## src/rtl/adder_measure_ctrl.sv

```systemverilog
// Measurement sequencer for the ring-oscillator adder.
// Optional REPEAT_ACCUM_EN: accumulate cmd_repeat+1 runs per command.
module adder_measure_ctrl #(
  parameter int SETTLE_CYCLES = 4,
  parameter int SYNC_CYCLES   = 4,
  parameter int SUM_W         = 36
) (
  input  logic             wb_clk_i,
  input  logic             wb_rst_i,
  input  logic             cmd_valid,
  output logic             cmd_ready,
  input  logic [31:0]      cmd_a,
  input  logic [31:0]      cmd_b,
  input  logic [4:0]       cmd_ring_bit,
  input  logic [15:0]      cmd_window,
  input  logic [3:0]       cmd_repeat,
  output logic             res_valid,
  input  logic             res_ready,
  output logic [SUM_W-1:0] res_count,
  output logic [4:0]       res_runs,
  output logic             busy,
  output logic [31:0]      add_a,
  output logic [31:0]      add_b,
  output logic [31:0]      add_ring_bit_b,
  output logic             add_ring_en,
  output logic             add_cnt_clr,
  input  logic [31:0]      add_count
);

  typedef enum logic [2:0] {
    IDLE,
    SETUP,
    SETTLE,
    RUN,
    DRAIN,
    CAPTURE,
    RESULT
  } state_t;

  state_t      state;
  logic [15:0] cnt;
  logic [15:0] win;
  logic        accept;

  logic [SUM_W-1:0] count_ext;

  assign accept    = cmd_valid & cmd_ready;
  assign count_ext = {{(SUM_W-32){1'b0}}, add_count};

`ifdef REPEAT_ACCUM_EN
  logic [SUM_W-1:0] acc;
  logic [SUM_W-1:0] acc_sum;
  logic [3:0]       runs_left;
  logic [4:0]       runs_tot;

  assign acc_sum = acc + count_ext;
`else
  logic unused_repeat;

  assign unused_repeat = ^cmd_repeat;
`endif

  // Sequencer FSM; every output is a register updated here.
  always_ff @(posedge wb_clk_i) begin
    if (wb_rst_i) begin
      state          <= IDLE;
      cnt            <= '0;
      win            <= '0;
      cmd_ready      <= 1'b0;
      res_valid      <= 1'b0;
      res_count      <= '0;
      res_runs       <= '0;
      busy           <= 1'b0;
      add_a          <= '0;
      add_b          <= '0;
      add_ring_bit_b <= '0;
      add_ring_en    <= 1'b0;
      add_cnt_clr    <= 1'b0;
`ifdef REPEAT_ACCUM_EN
      acc            <= '0;
      runs_left      <= '0;
      runs_tot       <= '0;
`endif
    end else begin
      unique case (state)
        IDLE: begin
          cmd_ready <= 1'b1;
          if (accept) begin
            cmd_ready      <= 1'b0;
            busy           <= 1'b1;
            add_a          <= cmd_a;
            add_b          <= cmd_b;
            add_ring_bit_b <= 32'd1 << cmd_ring_bit;
            win            <= (cmd_window == 16'd0) ? 16'd1
                                                    : cmd_window;
            add_cnt_clr    <= 1'b1;
            state          <= SETUP;
`ifdef REPEAT_ACCUM_EN
            acc            <= '0;
            runs_left      <= cmd_repeat;
            runs_tot       <= {1'b0, cmd_repeat} + 5'd1;
`endif
          end
        end
        SETUP: begin
          add_cnt_clr <= 1'b0;
          cnt         <= 16'(SETTLE_CYCLES);
          state       <= SETTLE;
        end
        SETTLE: begin
          if (cnt == 16'd1) begin
            add_ring_en <= 1'b1;
            cnt         <= win;
            state       <= RUN;
          end else begin
            cnt <= cnt - 16'd1;
          end
        end
        RUN: begin
          if (cnt == 16'd1) begin
            add_ring_en <= 1'b0;
            cnt         <= 16'(SYNC_CYCLES);
            state       <= DRAIN;
          end else begin
            cnt <= cnt - 16'd1;
          end
        end
        DRAIN: begin
          if (cnt == 16'd1) begin
            state <= CAPTURE;
          end else begin
            cnt <= cnt - 16'd1;
          end
        end
        CAPTURE: begin
`ifdef REPEAT_ACCUM_EN
          acc <= acc_sum;
          if (runs_left != 4'd0) begin
            runs_left   <= runs_left - 4'd1;
            add_cnt_clr <= 1'b1;
            state       <= SETUP;
          end else begin
            res_count <= acc_sum;
            res_runs  <= runs_tot;
            res_valid <= 1'b1;
            state     <= RESULT;
          end
`else
          res_count <= count_ext;
          res_runs  <= 5'd1;
          res_valid <= 1'b1;
          state     <= RESULT;
`endif
        end
        RESULT: begin
          if (res_ready) begin
            res_valid <= 1'b0;
            busy      <= 1'b0;
            cmd_ready <= 1'b1;
            state     <= IDLE;
          end
        end
        default: state <= IDLE;
      endcase
    end
  end

endmodule

```

## config.mk

```make
export PLATFORM = sky130hd
export DESIGN_NAME = adder_measure_ctrl
export DESIGN_NICKNAME = d
export VERILOG_FILES = /design/src/rtl/adder_measure_ctrl.sv
export SDC_FILE = /design/constraint.sdc
export NUM_CORES = 1
export LEC_CHECK = 0
export ABC_AREA = 1
export BUFFER_PORTS_ARGS = -buffer_cell sky130_fd_sc_hd__buf_2
export CORE_ASPECT_RATIO = 0.8
export CORE_MARGIN = 1.5
export CORE_UTILIZATION = 29
export CTS_BUF_LIST = sky130_fd_sc_hd__clkbuf_16
export CTS_CLUSTER_SIZE = 12
export DETAILED_ROUTE_END_ITERATION = 12
export GPL_TIMING_DRIVEN = 0
export SETUP_SLACK_MARGIN = 0.02
export SYNTH_ARGS = -nofsm -noshare
export SYNTH_HDL_FRONTEND = slang
export SYNTH_SLANG_ARGS = --single-unit
```

## constraint.sdc

```tcl
create_clock -name wb_clk_i -period 2.95 [get_ports wb_clk_i]
set_input_delay 0 -clock wb_clk_i [delete_from_list [all_inputs] [get_ports wb_clk_i]]
set_output_delay 0 -clock wb_clk_i [all_outputs]
set_load 0.01 [all_outputs]
```

==> results.md, run 1 <==
- Run status: complete, no violations
- Number of placement rows: 50
- Final HPWL DP: about 17 mm
- Horizontal extent of the die: around 180 um
- Clock Sink Count: between 150 and 200
- Top Ports: between 200 and 300
- Type of the worst setup path: reg2reg
- Post-CTS Setup Bufs: 0
- Number of enable flip-flop cells after synthesis: 0
- Number of global-route vias before repair: ~7500
- Routability Congestion: between 0.8 and 0.9
- CTS clk-pin slew, worst paths: ~0.08 ns
- Final hold vios: 0
- Ys flop type: dfxtp_1
- Starting density of the core: 29.5%
- Met3 Resource Use GR: 4.67%
- Critical path launch point type: flop
- Leading cell type in the layout, fill and taps excluded: nor2_1
- Number of filler cells placed in the layout: ~2300
- Antenna-violating nets left: 0
- Height of the chip: 141 um
- Total power after layout: roughly 0.0086 W
- Detailed-route wire length: about 25 mm
- Peak Freq: roughly 0.47 GHz
- Most used routing layer in global routing: met2
- Aggregate global-route resource usage: approximately a fifth
- Reg-to-reg critical path startpoint: state[1]
- Setup TNS Final: 0 ns
- Number of synthesized register bits: between 150 and 200
- Unrepaired setup endpoints after global routing: false
- Share of post-route cells with drive strength above 1: between 20% and 30%
- Vias per std cell: between 4 and 5
- Max cap viols: 0
- Relative slew margins: between 50% and 60%
- Number of distinct standard cells referenced by the synthesized netlist: 36
- IR drop worst, VDD: a little over 0.4 mV
- Crit-path cells: nor2_1, nand2_1, nor2_2, buf_4, inv_2, buf_6, nor2_4, nand3_1, dlygate4sd3_1, a21oi_1
- Cell leakage power: about 5 nW
- Largest net degree at the start of global routing: 20
- Grt ovf: 0
- Maximum clock path buffer count: 2
- Remaining design rule violation count: 0
- Clock tree from TritonCTS: done
- Die area: between 20000 and 25000 um^2
- Source-to-sink clock delay at the later pin of the worst-skew pair: 0.44 ns
- Setup crit end kind: flop
- Critical path peak fanout: 10
- Count of synthesis-stage warnings from yosys: 0
- Global-route wire length before repair: 38.6 mm
- Cell family contributing the most delay on the critical path: buffers and inverters
- Final Setup Violations: 0
- Setup clock skew after layout: about 0.013 ns
- Commonest cells after routing, fill and taps aside: nor2_1 (277), buf_2 (266), dfxtp_1 (169)
- Fraction of registers with async set or reset after synthesis: 0%
- Detail-routed net length per standard cell: approximately 15 um
- # nets final: approximately 1500
- Antenna cell count: 0
- Source of the worst hold timing path: res_ready
- Average size of a mapped cell: 7.26 um^2
- Count of buffers from port buffering: about 250
- Clock root buffer: clkbuf_16
- Fin. max-slew vios: 0
- Minimum clock period: approximately 2.1 ns
- Number of violations reported at the end of detailed-routing iteration 0: ~450
- Cts bufs inserted: 17
- Cell area power density: 835 nW/um^2
- GR Layer Usage met2: around 34%
- Summed instance area of the synthesized netlist: 6870 um^2
- Global-route track usage on met1: roughly 25%
- Required time of the worst setup path: 3.32 ns
- Crit path DAT: 2.49 ns
- Critical path buffers and inverters: 4
- Floorplan Core Area: about 23000 um^2
- Max stage delay cell, worst path: dlygate4sd3_1
- Worst min-delay path class: in2reg
- H-tree depth: 4
- Initial antenna violation count: 0
- Final worst path period share: ~72%
- Transition time at the pin with the least slew margin: about 0.75 ns
- Vias after detailed routing: ~7600
- Register area share after synthesis: roughly half
- Crit path largest cell delay: about 0.57 ns
- First-pass detailed-route iteration total: 5
- Instance count of the mapped netlist: about 950
- Area growth from synthesis to layout: 50.1%
- Start point of the critical path: state[1]
## cells by family after synthesis
family | Yosys count | synth area share (%)
flops | 169 | 49.2
compound gates | 177 | 13.6
simple gates | 495 | 29.3
xor+xnor | 10 | 1.27
fa+ha+maj | 2 | 0.364
other cells | 1 | 0.0546
buf+inv | 93 | 6.15
## Yosys cell counts, types with 7 or more instances
master | instances | area (um^2)
nor2_1 | 277 | 1040
dfxtp_1 | 169 | 3380
nand2_1 | 147 | 552
o21ai_0 | 129 | 646
nand3_1 | 37 | 185
clkbuf_1 | 34 | 128
a21oi_1 | 33 | 165
inv_1 | 26 | 97.6
buf_2 | 14 | 70.1
a21oi_2 | 10 | 87.6
buf_4 | 10 | 75.1
xor2_1 | 8 | 70.1
nor3_1 | 7 | 35.0
## stage by stage
stage | hold slack [ns] | utilization [%] | setup WS, ns | cells | instance area, um^2
global route | 0.0362 | 44.2 | 0.610 | 1666 | 10300
global placement | 0.222 | 36.6 | 0.891 | 1518 | 8550
finish | 0.0107 | 44.2 | 0.824 | 1666 | 10300
detailed placement | 0.230 | 36.6 | 0.782 | 1518 | 8550
floorplan | 0.135 | - | 1.45 | 954 | 6900
CTS | 0.00232 | 44.2 | 0.761 | 1666 | 10300
## flip-flops by register name, summed over array words and instances (netlist names)
signal / count
win: 16
add_ring_en: 1
res_valid: 1
add_b: 32
add_a: 32
res_count: 32
cnt: 16
add_cnt_clr: 1
add_ring_bit_b: 32
busy: 1
state: 3
res_runs: 1
cmd_ready: 1
## path summary, 6_finish.rpt
check | endpoint | slack [ns] | cells after the start
worst min-delay path | busy | 0.01 | 4
worst max-delay path | add_ring_bit_b[11] | 0.82 | 10
worst max register to register | add_ring_bit_b[11] | 0.82 | 10
worst min register to register | res_runs[0] | 0.46 | 1
## power by group
group / internal, W / total, W / switching (W) / leakage (nW)
Clock: 0.00115 / 0.00227 / 0.00112 / 0.293
Sequential: 0.00269 / 0.00296 / 0.000273 / 1.37
Combinational: 0.00124 / 0.00338 / 0.00214 / 3.34
## cell type report
cell class | count | area, um^2 | share of cell area, %
Clock buffer | 17 | 425 | 4.12
Sequential cell | 169 | 3380 | 32.8
Buffer | 62 | 307 | 2.97
Multi-Input combinational cell | 692 | 3090 | 30.0
Timing Repair Buffer | 368 | 2420 | 23.5
Inverter | 31 | 116 | 1.13
Clock inverter | 15 | 178 | 1.72
Tap cell | 312 | 390 | 3.78
## layer usage
layer  wire length [um]  part of all wire [%]
met5                  0                     0
met4                401                   1.6
met3               1340                   5.5
met2              12000                    49
met1              10900                    44
## what timing repair did
action,in CTS,in global routing
hold buffers,116,0
hold endpoints to repair,118,0
gates resized for setup,0,0
## worst min-delay path: cells and delay by family
family,cells,cell delay [ns]
compound gates,1,0.06
buf+inv,1,0.09
simple gates,2,0.24
No activity file was read; power rests on OpenSTA's default activity.
==> run 2, diff against run 1 <==
==> constraint.sdc (replaced) <==
create_clock -name wb_clk_i -period 2 [get_ports wb_clk_i]
set_input_delay 0 -clock wb_clk_i [delete_from_list [all_inputs] [get_ports wb_clk_i]]
set_output_delay 0 -clock wb_clk_i [all_outputs]
set_load 0.01 [all_outputs]
==> run 2 against run 1 <==
Net effect: utilization barely moved; sequential power rose by 48%; register-to-register slack got worse by 0.64 ns; critical path depth fell by 2; cell count fell by 0.12%; worst setup slack got worse by 0.64 ns; non-clock buffer count fell by 2; critical path type unchanged.
==> results.md, run 2 (same netlist as run 1, synthesis figures left out) <==
- Count of buffers from port buffering: about 250
- Routability Congestion: between 0.8 and 0.9
- Relative slew margins: between 40% and 50%
- Cts bufs inserted: 17
- Share of post-route cells with drive strength above 1: approximately 25%
- Max cap viols: 0
- Post-placement worst setup slack: -0.168 ns
- R2r endpoint: busy
- Antenna cell count: 0
- Final cell area excluding filler cells: around 10000 um^2
- Crit path DAT: roughly 2.1 ns
- Final Setup Violations: 0
- Vias after detailed routing: between 7000 and 8000
- Detailed-route wire length: 24.6 mm
- Number of filler cells placed in the layout: approximately 2300
- Cell Area, Placed: 8550 um^2
- Most used routing layer in global routing: met2
- Maximum clock path buffer count: 2
- Type of the worst setup path: reg2reg
- Starting density of the core: 29.5%
- Required time of the worst setup path: between 2 and 2.5 ns
- First-pass detailed-route iteration total: 5
- Source-to-sink clock delay at the later pin of the worst-skew pair: approximately 0.44 ns
- Height of the chip: 141 um
- CTS clk-pin slew, worst paths: approximately 0.07 ns
- Largest net degree at the start of global routing: 20
- Met3 Resource Use GR: under 10%
- Worst min-delay path class: in2reg
- Final worst slack: about 0.18 ns
- Worst R2R Path Depth: 8
- Transition time at the pin with the least slew margin: around 0.77 ns
- Reg-to-reg critical path startpoint: state[2]
- Global-route wire length before repair: slightly below 40 mm
- # nets final: about 1500
- Global-route track usage on met1: between 20 and 25%
- Top Ports: ~270
- Post-CTS Setup Bufs: 0
- Start point of the critical path: state[2]
- Number of violations reported at the end of detailed-routing iteration 0: between 400 and 500
- Area growth from synthesis to layout: 50.0%
- Final worst path period share: between 90% and 100%
- Crit path capture: busy
- Minimum clock period: approximately 1.8 ns
- Horizontal extent of the die: ~180 um
- Commonest cells after routing, fill and taps aside: nor2_1 (275), buf_2 (265), dfxtp_1 (169)
- Detail-routed net length per standard cell: around 15 um
- Number of placement rows: 50
- Minimum setup slack among reg-to-reg paths: around 0.18 ns
- Grt ovf: 0
- Unrepaired setup endpoints after global routing: false
- Vias per std cell: 4.60
- H-tree depth: 4
- Floorplan Core Area: about 23000 um^2
- IR drop worst, VDD: between 0.6 and 0.7 mV
- Cell area power density: 1230 nW/um^2
- Run status: complete, no violations
- Leading cell type in the layout, fill and taps excluded: nor2_1
- Antenna-violating nets left: 0
- GR Layer Usage met2: between 30 and 40%
- Die area: approximately 25000 um^2
- Clock Sink Count: approximately 170
- Initial antenna violation count: 0
- Aggregate global-route resource usage: 19.8%
- Number of global-route vias before repair: about 7500
- Post-layout utilization of the core: 44.2%
- Clock tree from TritonCTS: done
- Critical path peak fanout: 10
- Clock root buffer: clkbuf_16
- Final hold vios: 0
- Cell leakage power: between 4 and 5 nW
- Final HPWL DP: approximately 17 mm
- Fin. max-slew vios: 0
- Remaining design rule violation count: 0
- Setup clock skew after layout: approximately 0.012 ns
- Peak Freq: ~0.55 GHz
- Total power after layout: 0.0127 W
- Critical path launch point type: flop
- Setup crit end kind: flop
==> run 2: cell count changes in the layout (fill, tap and decap cells not counted), sizes merged <==
cell / change
dlygate4sd3: -2
clkbuf: +1
buf: -1
==> run 2: worst max-delay path: stages (launching register included) <==
cell	delay (ns)
dfxtp_1	0.46
inv_2	0.12
nand2_1	0.14
nor2_2	0.06
buf_4	0.18
inv_2	0.07
buf_2	0.24
clkbuf_4	0.32
a21oi_1	0.10
==> run 2: report_power, final <==
part,total [W],switching (W),internal (W)
Sequential,0.00437,0.000403,0.00396
Clock,0.00335,0.00166,0.00169
Combinational,0.00501,0.00317,0.00184
==> run 2: layout make-up <==
class,instances,area (um^2),area share (%)
tap,312,390,3.79
clock buffer,17,425,4.13
clock inverter,15,178,1.72
timing repair buffer,366,2400,23.3
buffer,62,310,3.01
sequential,169,3380,32.8
inverter,31,116,1.13
multi-input combinational,692,3100,30.1
==> run 2: how the worst min path moves through the flow <==
stage	slack [ns]	end	start	cells past startpoint
2_1_floorplan	0.13	win[10]	cmd_window[10]	2
5_1_grt	0.04	add_ring_bit_b[6]	cmd_ring_bit[1]	5
3_5_place_dp	0.23	add_a[10]	cmd_a[10]	3
3_3_place_gp	0.22	add_a[28]	cmd_a[28]	3
6_report	0.01	busy	res_ready	4
4_1_cts	0.002	add_ring_bit_b[11]	cmd_ring_bit[3]	3
==> run 2: metal layers <==
metal	up-vias	part of all wire [%]
met5	-	0
met4	0	1.6
met3	30	5.5
met2	244	49
met1	3560	44
li1	3828	-
==> run 2: metrics by stage <==
step / setup TNS [ns] / hold slack [ns] / cells
final: 0 / 0.0135 / 1664
after global routing: 0 / 0.0362 / 1664
after CTS: 0 / 0.00194 / 1664
after detailed placement: -3.52 / 0.230 / 1518
after global placement: -0.621 / 0.222 / 1518
after floorplan: 0 / 0.135 / 954
==> run 2: timing repair <==
| action | 4_1_cts | 5_1_grt |
|---|---|---|
| endpoints found under the hold margin | 118 | 0 |
| hold buffers | 114 | 0 |
| setup endpoints to repair | 30 | 36 |
| gates resized for setup | 1 | 5 |
